**src/rtl/ctrl_pkg.sv**
```systemverilog
// Shared encodings for the multi-cycle control sequencer: opcodes, FSM states,
// instruction classes, ALUop and PC-source codes.
package ctrl_pkg;

  localparam logic [3:0] OP_NOP  = 4'b0000;
  localparam logic [3:0] OP_ST   = 4'b0011;
  localparam logic [3:0] OP_ADD  = 4'b0100;
  localparam logic [3:0] OP_INC  = 4'b0101;
  localparam logic [3:0] OP_NEG  = 4'b0110;
  localparam logic [3:0] OP_SUB  = 4'b0111;
  localparam logic [3:0] OP_J    = 4'b1000;
  localparam logic [3:0] OP_BRZ  = 4'b1001;
  localparam logic [3:0] OP_JM   = 4'b1010;
  localparam logic [3:0] OP_BRN  = 4'b1011;
  localparam logic [3:0] OP_LD   = 4'b1110;
  localparam logic [3:0] OP_SVPC = 4'b1111;

  localparam logic [1:0] ALU_PASS = 2'b00;
  localparam logic [1:0] ALU_ADD  = 2'b01;
  localparam logic [1:0] ALU_NEG  = 2'b10;
  localparam logic [1:0] ALU_SUB  = 2'b11;

  localparam logic [1:0] PC_PLUS1 = 2'b00;
  localparam logic [1:0] PC_REG   = 2'b01;
  localparam logic [1:0] PC_MEM   = 2'b10;

  typedef enum logic [2:0] {
    S_FETCH  = 3'd0,
    S_DECODE = 3'd1,
    S_EXEC   = 3'd2,
    S_MEM    = 3'd3,
    S_WB     = 3'd4,
    S_HALT   = 3'd5
  } state_e;

  typedef enum logic [3:0] {
    C_NOP  = 4'd0,
    C_SVPC = 4'd1,
    C_LD   = 4'd2,
    C_ST   = 4'd3,
    C_ADD  = 4'd4,
    C_INC  = 4'd5,
    C_NEG  = 4'd6,
    C_SUB  = 4'd7,
    C_J    = 4'd8,
    C_BRZ  = 4'd9,
    C_JM   = 4'd10,
    C_BRN  = 4'd11
  } iclass_e;

  function automatic logic is_mem_read(input iclass_e c);
    return (c == C_LD) || (c == C_JM);
  endfunction

endpackage

```
**src/rtl/multicycle_control_opcode_decoder.sv**
```systemverilog
// Combinational opcode classifier: maps the IR opcode to an instruction class,
// its ALUop/immediate controls, and an illegal-opcode flag.
module opcode_decoder
  import ctrl_pkg::*;
#(
  parameter int OPCODE_W = 4
) (
  input  logic [OPCODE_W-1:0] opcode,
  output iclass_e             iclass,
  output logic [1:0]          aluop,
  output logic                imme,
  output logic                illegal
);

  logic [3:0] op4_s;
  logic       upper_s;
  logic       op_bad_s;

  assign op4_s   = opcode[3:0];
  assign upper_s = |(opcode >> 4);
  assign illegal = upper_s | op_bad_s;

  // Low-nibble class lookup; unlisted encodings are illegal.
  always_comb begin
    iclass   = C_NOP;
    aluop    = ALU_PASS;
    imme     = 1'b0;
    op_bad_s = 1'b0;
    case (op4_s)
      OP_NOP:  iclass = C_NOP;
      OP_SVPC: begin iclass = C_SVPC; aluop = ALU_ADD; end
      OP_LD:   iclass = C_LD;
      OP_ST:   iclass = C_ST;
      OP_ADD:  begin iclass = C_ADD; aluop = ALU_ADD; end
      OP_INC:  begin iclass = C_INC; aluop = ALU_ADD; imme = 1'b1; end
      OP_NEG:  begin iclass = C_NEG; aluop = ALU_NEG; end
      OP_SUB:  begin iclass = C_SUB; aluop = ALU_SUB; end
      OP_J:    iclass = C_J;
      OP_BRZ:  iclass = C_BRZ;
      OP_JM:   iclass = C_JM;
      OP_BRN:  iclass = C_BRN;
      default: op_bad_s = 1'b1;
    endcase
  end

endmodule

```
**src/rtl/multicycle_control.sv**
```systemverilog
// Multi-cycle control sequencer: FETCH/DECODE/EXEC/MEM/WB FSM with handshake
// stalls, memory timeout abort and a sticky illegal flag.
module multicycle_control
  import ctrl_pkg::*;
#(
  parameter int OPCODE_W    = 4,
  parameter int ALUOP_W     = 2,
  parameter int MEM_TIMEOUT = 15
) (
  input  logic                clk,
  input  logic                rst_n,
  input  logic [OPCODE_W-1:0] opcode,
  input  logic                instr_valid,
  input  logic                mem_ready,
  input  logic                zero_flag,
  input  logic                neg_flag,
  output logic                ir_write,
  output logic                pc_write,
  output logic [1:0]          pc_src,
  output logic                regWrite,
  output logic                imme,
  output logic                PCtoReg,
  output logic                memToReg,
  output logic                memRead,
  output logic                memWrite,
  output logic [ALUOP_W-1:0]  ALUop,
  output logic                illegal,
  output logic [2:0]          state
);

  localparam int CNT_W = (MEM_TIMEOUT > 1) ? $clog2(MEM_TIMEOUT + 1) : 1;
  localparam int TO_M1 = (MEM_TIMEOUT > 0) ? (MEM_TIMEOUT - 1) : 0;
  localparam bit TO_EN = (MEM_TIMEOUT != 0);

  state_e     state_r;
  iclass_e    class_r;
  logic [1:0] aluop_r;
  logic       imme_r;
  logic [CNT_W-1:0] cnt_r;
  logic       illegal_r;

  iclass_e    dec_class_s;
  logic [1:0] dec_aluop_s;
  logic       dec_imme_s;
  logic       dec_illegal_s;
  logic       timeout_s;

  logic       ir_write_s, pc_write_s, reg_write_s, imme_s, pc_to_reg_s;
  logic       mem_to_reg_s, mem_read_s, mem_write_s;
  logic [1:0] pc_src_s, aluop_s;

  opcode_decoder #(.OPCODE_W(OPCODE_W)) u_dec (
    .opcode  (opcode),
    .iclass  (dec_class_s),
    .aluop   (dec_aluop_s),
    .imme    (dec_imme_s),
    .illegal (dec_illegal_s)
  );

  // The final wait cycle is the one where the counter would reach MEM_TIMEOUT.
  assign timeout_s = TO_EN && (cnt_r == CNT_W'(TO_M1));

  // Sequencer state, latched class, MEM wait counter and sticky fault flag.
  always_ff @(posedge clk or negedge rst_n) begin
    if (!rst_n) begin
      state_r   <= S_FETCH;
      class_r   <= C_NOP;
      aluop_r   <= ALU_PASS;
      imme_r    <= 1'b0;
      cnt_r     <= '0;
      illegal_r <= 1'b0;
    end else begin
      case (state_r)
        S_FETCH: begin
          if (instr_valid) state_r <= S_DECODE;
          else             state_r <= S_FETCH;
        end
        S_DECODE: begin
          class_r <= dec_class_s;
          aluop_r <= dec_aluop_s;
          imme_r  <= dec_imme_s;
          if (dec_illegal_s) begin
            illegal_r <= 1'b1;
            state_r   <= S_HALT;
          end else if (dec_class_s == C_NOP) begin
            state_r <= S_FETCH;
          end else begin
            state_r <= S_EXEC;
          end
        end
        S_EXEC: begin
          case (class_r)
            C_ADD, C_INC, C_NEG, C_SUB, C_SVPC: state_r <= S_WB;
            C_LD, C_ST, C_JM:                   state_r <= S_MEM;
            default:                            state_r <= S_FETCH;
          endcase
        end
        S_MEM: begin
          if (mem_ready) begin
            cnt_r   <= '0;
            state_r <= (class_r == C_LD) ? S_WB : S_FETCH;
          end else if (timeout_s) begin
            cnt_r     <= '0;
            illegal_r <= 1'b1;
            state_r   <= S_HALT;
          end else begin
            cnt_r <= cnt_r + CNT_W'(1);
          end
        end
        S_WB:    state_r <= S_FETCH;
        S_HALT:  state_r <= S_HALT;
        default: begin
          illegal_r <= 1'b1;
          state_r   <= S_HALT;
        end
      endcase
    end
  end

  // Moore strobes per state; branch pc_src and MEM exit strobes look at live inputs.
  always_comb begin
    ir_write_s   = 1'b0;
    pc_write_s   = 1'b0;
    pc_src_s     = PC_PLUS1;
    reg_write_s  = 1'b0;
    imme_s       = 1'b0;
    pc_to_reg_s  = 1'b0;
    mem_to_reg_s = 1'b0;
    mem_read_s   = 1'b0;
    mem_write_s  = 1'b0;
    aluop_s      = ALU_PASS;
    case (state_r)
      S_FETCH:  ir_write_s = instr_valid;
      S_DECODE: pc_write_s = !dec_illegal_s && (dec_class_s == C_NOP);
      S_EXEC: begin
        aluop_s = aluop_r;
        imme_s  = imme_r;
        case (class_r)
          C_J:     begin pc_write_s = 1'b1; pc_src_s = PC_REG; end
          C_BRZ:   begin pc_write_s = 1'b1; pc_src_s = zero_flag ? PC_REG : PC_PLUS1; end
          C_BRN:   begin pc_write_s = 1'b1; pc_src_s = neg_flag ? PC_REG : PC_PLUS1; end
          default: pc_write_s = 1'b0;
        endcase
      end
      S_MEM: begin
        mem_read_s  = is_mem_read(class_r);
        mem_write_s = (class_r == C_ST);
        if (mem_ready && (class_r == C_ST)) begin
          pc_write_s = 1'b1;
        end else if (mem_ready && (class_r == C_JM)) begin
          pc_write_s = 1'b1;
          pc_src_s   = PC_MEM;
        end else begin
          pc_write_s = 1'b0;
        end
      end
      S_WB: begin
        reg_write_s  = 1'b1;
        mem_to_reg_s = (class_r == C_LD);
        pc_to_reg_s  = (class_r == C_SVPC);
        pc_write_s   = 1'b1;
      end
      default: ir_write_s = 1'b0;
    endcase
  end

  assign ir_write = ir_write_s   & rst_n;
  assign pc_write = pc_write_s   & rst_n;
  assign pc_src   = pc_src_s     & {2{rst_n}};
  assign regWrite = reg_write_s  & rst_n;
  assign imme     = imme_s       & rst_n;
  assign PCtoReg  = pc_to_reg_s  & rst_n;
  assign memToReg = mem_to_reg_s & rst_n;
  assign memRead  = mem_read_s   & rst_n;
  assign memWrite = mem_write_s  & rst_n;
  assign ALUop    = ALUOP_W'(aluop_s) & {ALUOP_W{rst_n}};
  assign illegal  = illegal_r    & rst_n;
  assign state    = state_r;

endmodule

```
**config.mk**
```make
export PLATFORM = sky130hd
export DESIGN_NAME = multicycle_control
export DESIGN_NICKNAME = d
export VERILOG_FILES = /design/src/rtl/ctrl_pkg.sv /design/src/rtl/multicycle_control_opcode_decoder.sv /design/src/rtl/multicycle_control.sv
export SDC_FILE = /design/constraint.sdc
export NUM_CORES = 1
export LEC_CHECK = 0
export CORE_MARGIN = 2
export CORE_UTILIZATION = 30
export CTS_CLUSTER_SIZE = 12
export DETAILED_ROUTE_END_ITERATION = 6
export PLACE_DENSITY_LB_ADDON = 0.3
export SLEW_MARGIN = 20
export SYNTH_ARGS = -nofsm -noshare
export SYNTH_HDL_FRONTEND = slang
export SYNTH_HIERARCHICAL = 1
export SYNTH_SLANG_ARGS = --single-unit
```
**constraint.sdc**
```tcl
create_clock -name clk -period 2.4 [get_ports clk]
set_input_delay 0.48 -clock clk [delete_from_list [all_inputs] [get_ports clk]]
set_output_delay 0.48 -clock clk [all_outputs]
set_load 0.05 [all_outputs]
```
==> flow_summary.yaml, run 1 <==
yosys:
  yosys-top-cells-count: "dfrtp_1, nand2_1, inv_1, a21oi_1"
  async_flop_share: 1.00
  yosysWarnings: 6
  synth_cell_type_count: 50
  synth-edff-count: 0
  yosysMostFrequentCell: "dfrtp_1"
  synthTopCellsByArea: "dfrtp_1, mux2_2, nand2_1"
  yosysTopAreaCell: "dfrtp_1"
  syn_nets: 133
  synth_top_area_share: 0.344
  seq_area_frac_synth: 0.344
  avgSynthCellArea_sq_um: 9.02
  netlist_instances: 121
  ys.flop_type: "dfrtp_1"
  synth_area_sq_mm: 0.00109
  synth-seq-cells: 15
flow_run:
  max-cap-violations: 0
timing:
  maxSlewViolCount: 0
  max_slew_margin: 0.656
  layout_min_cycle_time_ps: 2360
  fin_skew_ps: 1.76
  fin_setup_tns_ps: 0
  post-route-worst-setup-slack_ps: 38.8
  hold_viol_final: 0
  rsz0062_at_grt: "yes"
  max_clock_freq_ghz: 0.424
  fin_crit_sh: 0.984
  tightest_slew_ps: 514
  setup_violations: 0
pwr:
  power.density_mw_per_mm2: 917
  swShare: 0.455
  p_int_uw: 874
  peakVddDrop_uv: 341
  p_leak_uw: 0.000775
  p_comb_frac: 0.565
  sequentialPowerShare: 0.344
  clock_power_share: 0.091
  power.switching_uw: 730
floorplan:
  start_util: 0.319
  rows: 21
  core_sq_mm: 0.00342
  die_y_microns: 64.3
  dieArea_sq_mm: 0.00414
  ios: 26
  fp.dieW_microns: 64.3
cts:
  root_buffer: "clkbuf_4"
  cts_tree: "done"
  clock_sinks: 15
  htree_levels: 1
  cts_hold_buffers: 0
  clock_latency_ps: 280
  path_clk_slew_ps: 90
  numCtsBuffers: 3
  clockBufferDepth: 2
global_routing:
  track_usage: 0.137
  first_global_vias: 1007
  grt_max_degree: 17
  grt_pass1_wl_microns: 4490
  antenna_found_initial: 0
  grt_overflow: 0
detailed_routing:
  wl_microns: 2750
  top_layer: "met3"
  wl_met3_microns: 145
  wl_met2_microns: 1380
  avgRoutedWirePerCell_microns: 13.1
  m1WireLength_microns: 1230
  num_vias: 1031
  drt_iter0_drc: 14
  via_per_inst: 4.91
  drc_errors: 0
  antenna_left: 0
  drtPass1Iterations: 6
final_layout:
  syn_to_final_growth_pct: 60.3
  post-route-util: 0.512
  insertedDiodeCount: 0
  design_area_sq_mm: 0.00175
  drive_above_1_share: 0.396
  nets: 177
  nFillCells: 310
worst_setup_path:
  required_ps: 1920
  crit_path_start_kind: "input port"
  cp-end-kind: "primary output"
  arrival_ps: 1880
  crit_type: "input port to primary output"
  crit_path_max_fanout: 5
placed_design:
  placed_cell_area_sq_mm: 0.00164
  dp_slack_ps: -458
  gp_congestion: 0.804
  dp_hpwl_microns: 2110
  portBuffers: 25
outcome:
  status: "finished clean"
worst_hold_path:
  worstHoldPathType: "input port to asynchronous set/reset pin"
## metrics by stage
| stage | power [uW] | cells | hold slack, ps |
|---|---|---|---|
| finish | 1600 | 210 | 364 |
| global route | 1730 | 210 | 355 |
| CTS | 1570 | 206 | 358 |
| detailed placement | 1410 | 202 | 463 |
| global placement | 1390 | 202 | 464 |
| floorplan | 1150 | 121 | 184 |
## worst max-delay path, stage by stage
cell      delay (ps)
buf_6            100
buf_6            110
nor2b_4          120
o31a_1           330
nor4_4           280
nand4b_1         160
o221ai_2         120
buf_12           170
## state kept, by name (all words and copies together), names as in the netlist
register,count
aluop_r,2
cnt_r,4
illegal_r,1
imme_r,1
class_r,4
state,3
## routing by layer
layer,vias up,track usage
li1,519,-
met1,487,0.173
met2,25,0.227
met3,0,0.0282
met4,0,0.0559
met5,-,0
## power groups by stage
stage	clock [uW]	sequential, uW	combinational [uW]
global placement	0	554	835
detailed placement	0	558	855
finish	145	552	907
CTS	153	553	863
floorplan	0	538	617
global route	165	579	982
## final timing paths
path	from	end	slack (ps)	cells after the start
min in group clk	illegal_r$_DFFE_PN0P_	illegal_r$_DFFE_PN0P_	480	1
min	rst_n	state[0]$_DFFE_PN0P_	360	2
max in group asynchronous	rst_n	state[1]$_DFFE_PN0P_	1760	2
min reg2reg	illegal_r$_DFFE_PN0P_	illegal_r$_DFFE_PN0P_	480	1
max reg2reg	cnt_r[0]$_DFFE_PN0N_	cnt_r[0]$_DFFE_PN0N_	890	5
max	opcode[3]	pc_write	40	8
## cell usage in the layout, fill, tap and decap left out, types with 2 or more instances in the layout
cell / Yosys / final
dfrtp_1: 15 / 12
nor2_1: 6 / 5
buf_6: 1 / 3
a31oi_1: 2 / 2
inv_1: 9 / 9
a2bb2oi_1: 2 / 2
ha_1: 2 / 2
o21ai_0: 6 / 6
nor2b_1: 4 / 3
buf_4: 1 / 17
a21oi_1: 8 / 8
clkdlybuf4s50_1: 0 / 7
nand2b_1: 3 / 3
buf_12: 0 / 13
mux2_2: 6 / 6
nor4_4: 0 / 2
and2_1: 5 / 5
clkbuf_4: 0 / 3
dlymetal6s2s_1: 0 / 2
nand2_1: 11 / 11
dfrtp_2: 0 / 3
or3_4: 1 / 2
## timing repair
item,CTS,global route
cloned,0,0
gates resized for setup,6,16
setup buffers,0,4
endpoints found under the setup margin,11,5
hold endpoints to repair,0,0
pin swaps,2,5
## final cells by class
cell class | instances | area (sq um) | share of cell area
inverters | 9 | 33.8 | 0.0193
well taps | 46 | 57.6 | 0.0329
clock inverters | 1 | 5.00 | 0.00286
multi-input cells | 92 | 721 | 0.412
flip-flops and latches | 15 | 379 | 0.217
clock buffers | 3 | 22.5 | 0.0129
repair buffers | 44 | 531 | 0.303
## kinds of logic after synthesis
logic type               count (synthesis)  synth area share
adder cells (fa/ha/maj)                  2            0.0229
flip-flops                              15             0.344
buffers and inverters                   14            0.0608
AND/OR/NAND/NOR                         51             0.299
AO/OA/AOI/OAI                           31             0.195
XOR/XNOR                                 2            0.0161
multiplexers                             6            0.0619
No activity file was read; power rests on OpenSTA's default activity.
==> run 2: changes to the inputs <==
SYNTH_HIERARCHICAL = unset   (was 1)
==> run 2 against run 1 <==
Compared with the run above: sequential share of layout area increased by 2.1 points; sequential power decreased by 6.9%; non-clock buffer count decreased by 10; clock-buffer cell count increased by 1; combinational power decreased by 20%; synthesized area decreased by 1.7%; fmax increased by 3.0%; critical path type unchanged; largest cell class unchanged; largest power group unchanged; highest routed layer is now met4.
==> flow_summary.yaml, run 2 <==
placed_design:
  dp.cells: 197
  dp_hpwl_microns: 2050
  portBuffers: 25
  gp_congestion: 0.806
timing:
  fin_skew_ps: 4.42
  layout_min_cycle_time_ps: 2290
  max_slew_margin: 0.669
  setup_violations: 0
  tightest_slew_ps: 495
  hold_viol_final: 0
  fin_setup_tns_ps: 0
  maxSlewViolCount: 0
  fin_hold_ws_ps: 484
  max_clock_freq_ghz: 0.436
  rsz0062_at_grt: "no"
  fin_crit_sh: 0.955
yosys:
  yosys-top-cells-count: "nand2_1, dfrtp_1, inv_1, nor2_1"
  netlist_instances: 125
  synth-edff-count: 0
  ys.flop_type: "dfrtp_1"
  avgSynthCellArea_sq_um: 8.58
  synthTopCellsByArea: "dfrtp_1, nand2_1, a21oi_1"
  synth_area_sq_mm: 0.00107
  synth-seq-cells: 15
  syn_nets: 137
  yosysWarnings: 0
  synth_cell_type_count: 44
  yosysTopAreaCell: "dfrtp_1"
  seq_area_frac_synth: 0.350
  synth_top_area_share: 0.350
  yosysMostFrequentCell: "nand2_1"
  async_flop_share: 1.00
global_routing:
  grt_overflow: 0
  grt_pass1_wl_microns: 4510
  antenna_found_initial: 0
  grt_max_degree: 17
  first_global_vias: 944
  track_usage: 0.139
floorplan:
  dieArea_sq_mm: 0.00407
  rows: 21
  core_sq_mm: 0.00339
  die_y_microns: 63.8
  ios: 26
  fp.dieW_microns: 63.8
  start_util: 0.316
worst_setup_path:
  crit_type: "input port to primary output"
  rr_endpoint: "state[2]$_DFFE_PN0P_"
  arrival_ps: 1810
  r2r_setup_slack_ps: 810
  r2r-start: "cnt_r[0]$_DFFE_PN0N_"
  r2r_cells: 5
  crit_path_max_fanout: 3
  cp-end-kind: "primary output"
  required_ps: 1920
  crit_path_start_kind: "input port"
  crit_start: "opcode[0]"
pwr:
  p_int_uw: 731
  power.density_mw_per_mm2: 873
  p_comb_frac: 0.522
  power.switching_uw: 651
  swShare: 0.471
  sequentialPowerShare: 0.372
  clock_power_share: 0.106
  p_leak_uw: 0.000671
  finalPower_uw: 1380
  peakVddDrop_uv: 315
worst_hold_path:
  hold-path-cell-count: 2
  min_to: "aluop_r[1]$_DFFE_PN0P_"
  worstHoldStart: "aluop_r[1]$_DFFE_PN0P_"
  worstHoldPathType: "register to register"
outcome:
  status: "finished clean"
cts:
  clock_latency_ps: 280
  root_buffer: "clkbuf_4"
  path_clk_slew_ps: 90
  numCtsBuffers: 3
  clockBufferDepth: 2
  clock_sinks: 15
  cts_tree: "done"
  htree_levels: 1
  cts_hold_buffers: 0
detailed_routing:
  drc_errors: 0
  drtPass1Iterations: 4
  antenna_left: 0
  wl_microns: 2670
  avgRoutedWirePerCell_microns: 13.3
  via_per_inst: 5.11
  num_vias: 1027
  drt_iter0_drc: 21
flow_run:
  max-cap-violations: 0
final_layout:
  layout_commonest_cell: "nand2_1"
  final_cells: 201
  syn_to_final_growth_pct: 47.6
  layout_common_cells: "nand2_1, dfrtp_1, buf_12, clkdlybuf4s50_1, buf_4"
  nFillCells: 311
  drive_above_1_share: 0.245
  post-route-util: 0.467
  insertedDiodeCount: 0
  nets: 168
## run 2: cell types whose count changed in the layout (fill, tap and decap cells not counted), sizes merged, moves of 3 or more
| cell | previous run | this run |
|---|---|---|
| buf | 33 | 22 |
| clkdlybuf4s50 | 7 | 12 |
| mux2 | 6 | 0 |
| nand2 | 11 | 16 |
| o41ai | 0 | 3 |
| or3 | 4 | 1 |
## run 2: what timing repair did
action	CTS	global route
buffers inserted	0	0
endpoints found under the setup margin	0	1
resized for setup	0	2
## run 2: cell type report
| class | instances | area, sq um | share of cell area |
|---|---|---|---|
| inverter | 7 | 26.3 | 0.0166 |
| tap | 46 | 57.6 | 0.0364 |
| multi-input combinational | 95 | 648 | 0.409 |
| sequential | 15 | 377 | 0.238 |
| timing repair buffer | 34 | 448 | 0.283 |
| clock buffer | 4 | 26.3 | 0.0166 |
## run 2: critical path: stages
cell             delay [ps]
clkdlybuf4s50_1         440
nor3_2                  250
nand4b_1                140
a21oi_1                 170
o21a_1                  180
buf_12                  140
## run 2: per-layer routing
metal / up-vias / GRT usage / wire length [microns]
met1: 483 / 0.185 / 1250
met5: - / 0 / 0
met3: 2 / 0.0158 / 121
li1: 513 / - / -
met4: 0 / 0.0652 / 36
met2: 29 / 0.224 / 1260
## run 2: through the flow
step | worst slack [ps] | instance area, sq um
2_1_floorplan | -157 | 1100
3_3_place_gp | 31.8 | 1550
3_5_place_dp | 48.0 | 1550
4_1_cts | 31.0 | 1580
5_1_grt | 15.6 | 1580
6_report | 108 | 1580
## run 2: logic make-up after synthesis
family,count (synthesis),synth area share
AND/OR/NAND/NOR,59,0.326
flip-flops,15,0.350
XOR/XNOR,2,0.0163
adder cells (fa/ha/maj),2,0.0233
AO/OA/AOI/OAI,32,0.207
buffers and inverters,15,0.0782
## run 2: how the worst max path moves through the flow
stage,end
2_1_floorplan,memWrite
3_3_place_gp,pc_write
3_5_place_dp,pc_write
4_1_cts,pc_write
5_1_grt,pc_write
6_report,pc_write
## run 2: power by group through the flow
stage	Clock [uW]	Sequential, uW	Combinational (uW)
after floorplan	0	494	539
after global placement	0	509	702
after detailed placement	0	517	722
after CTS	149	512	725
after global routing	164	537	789
final	147	514	722
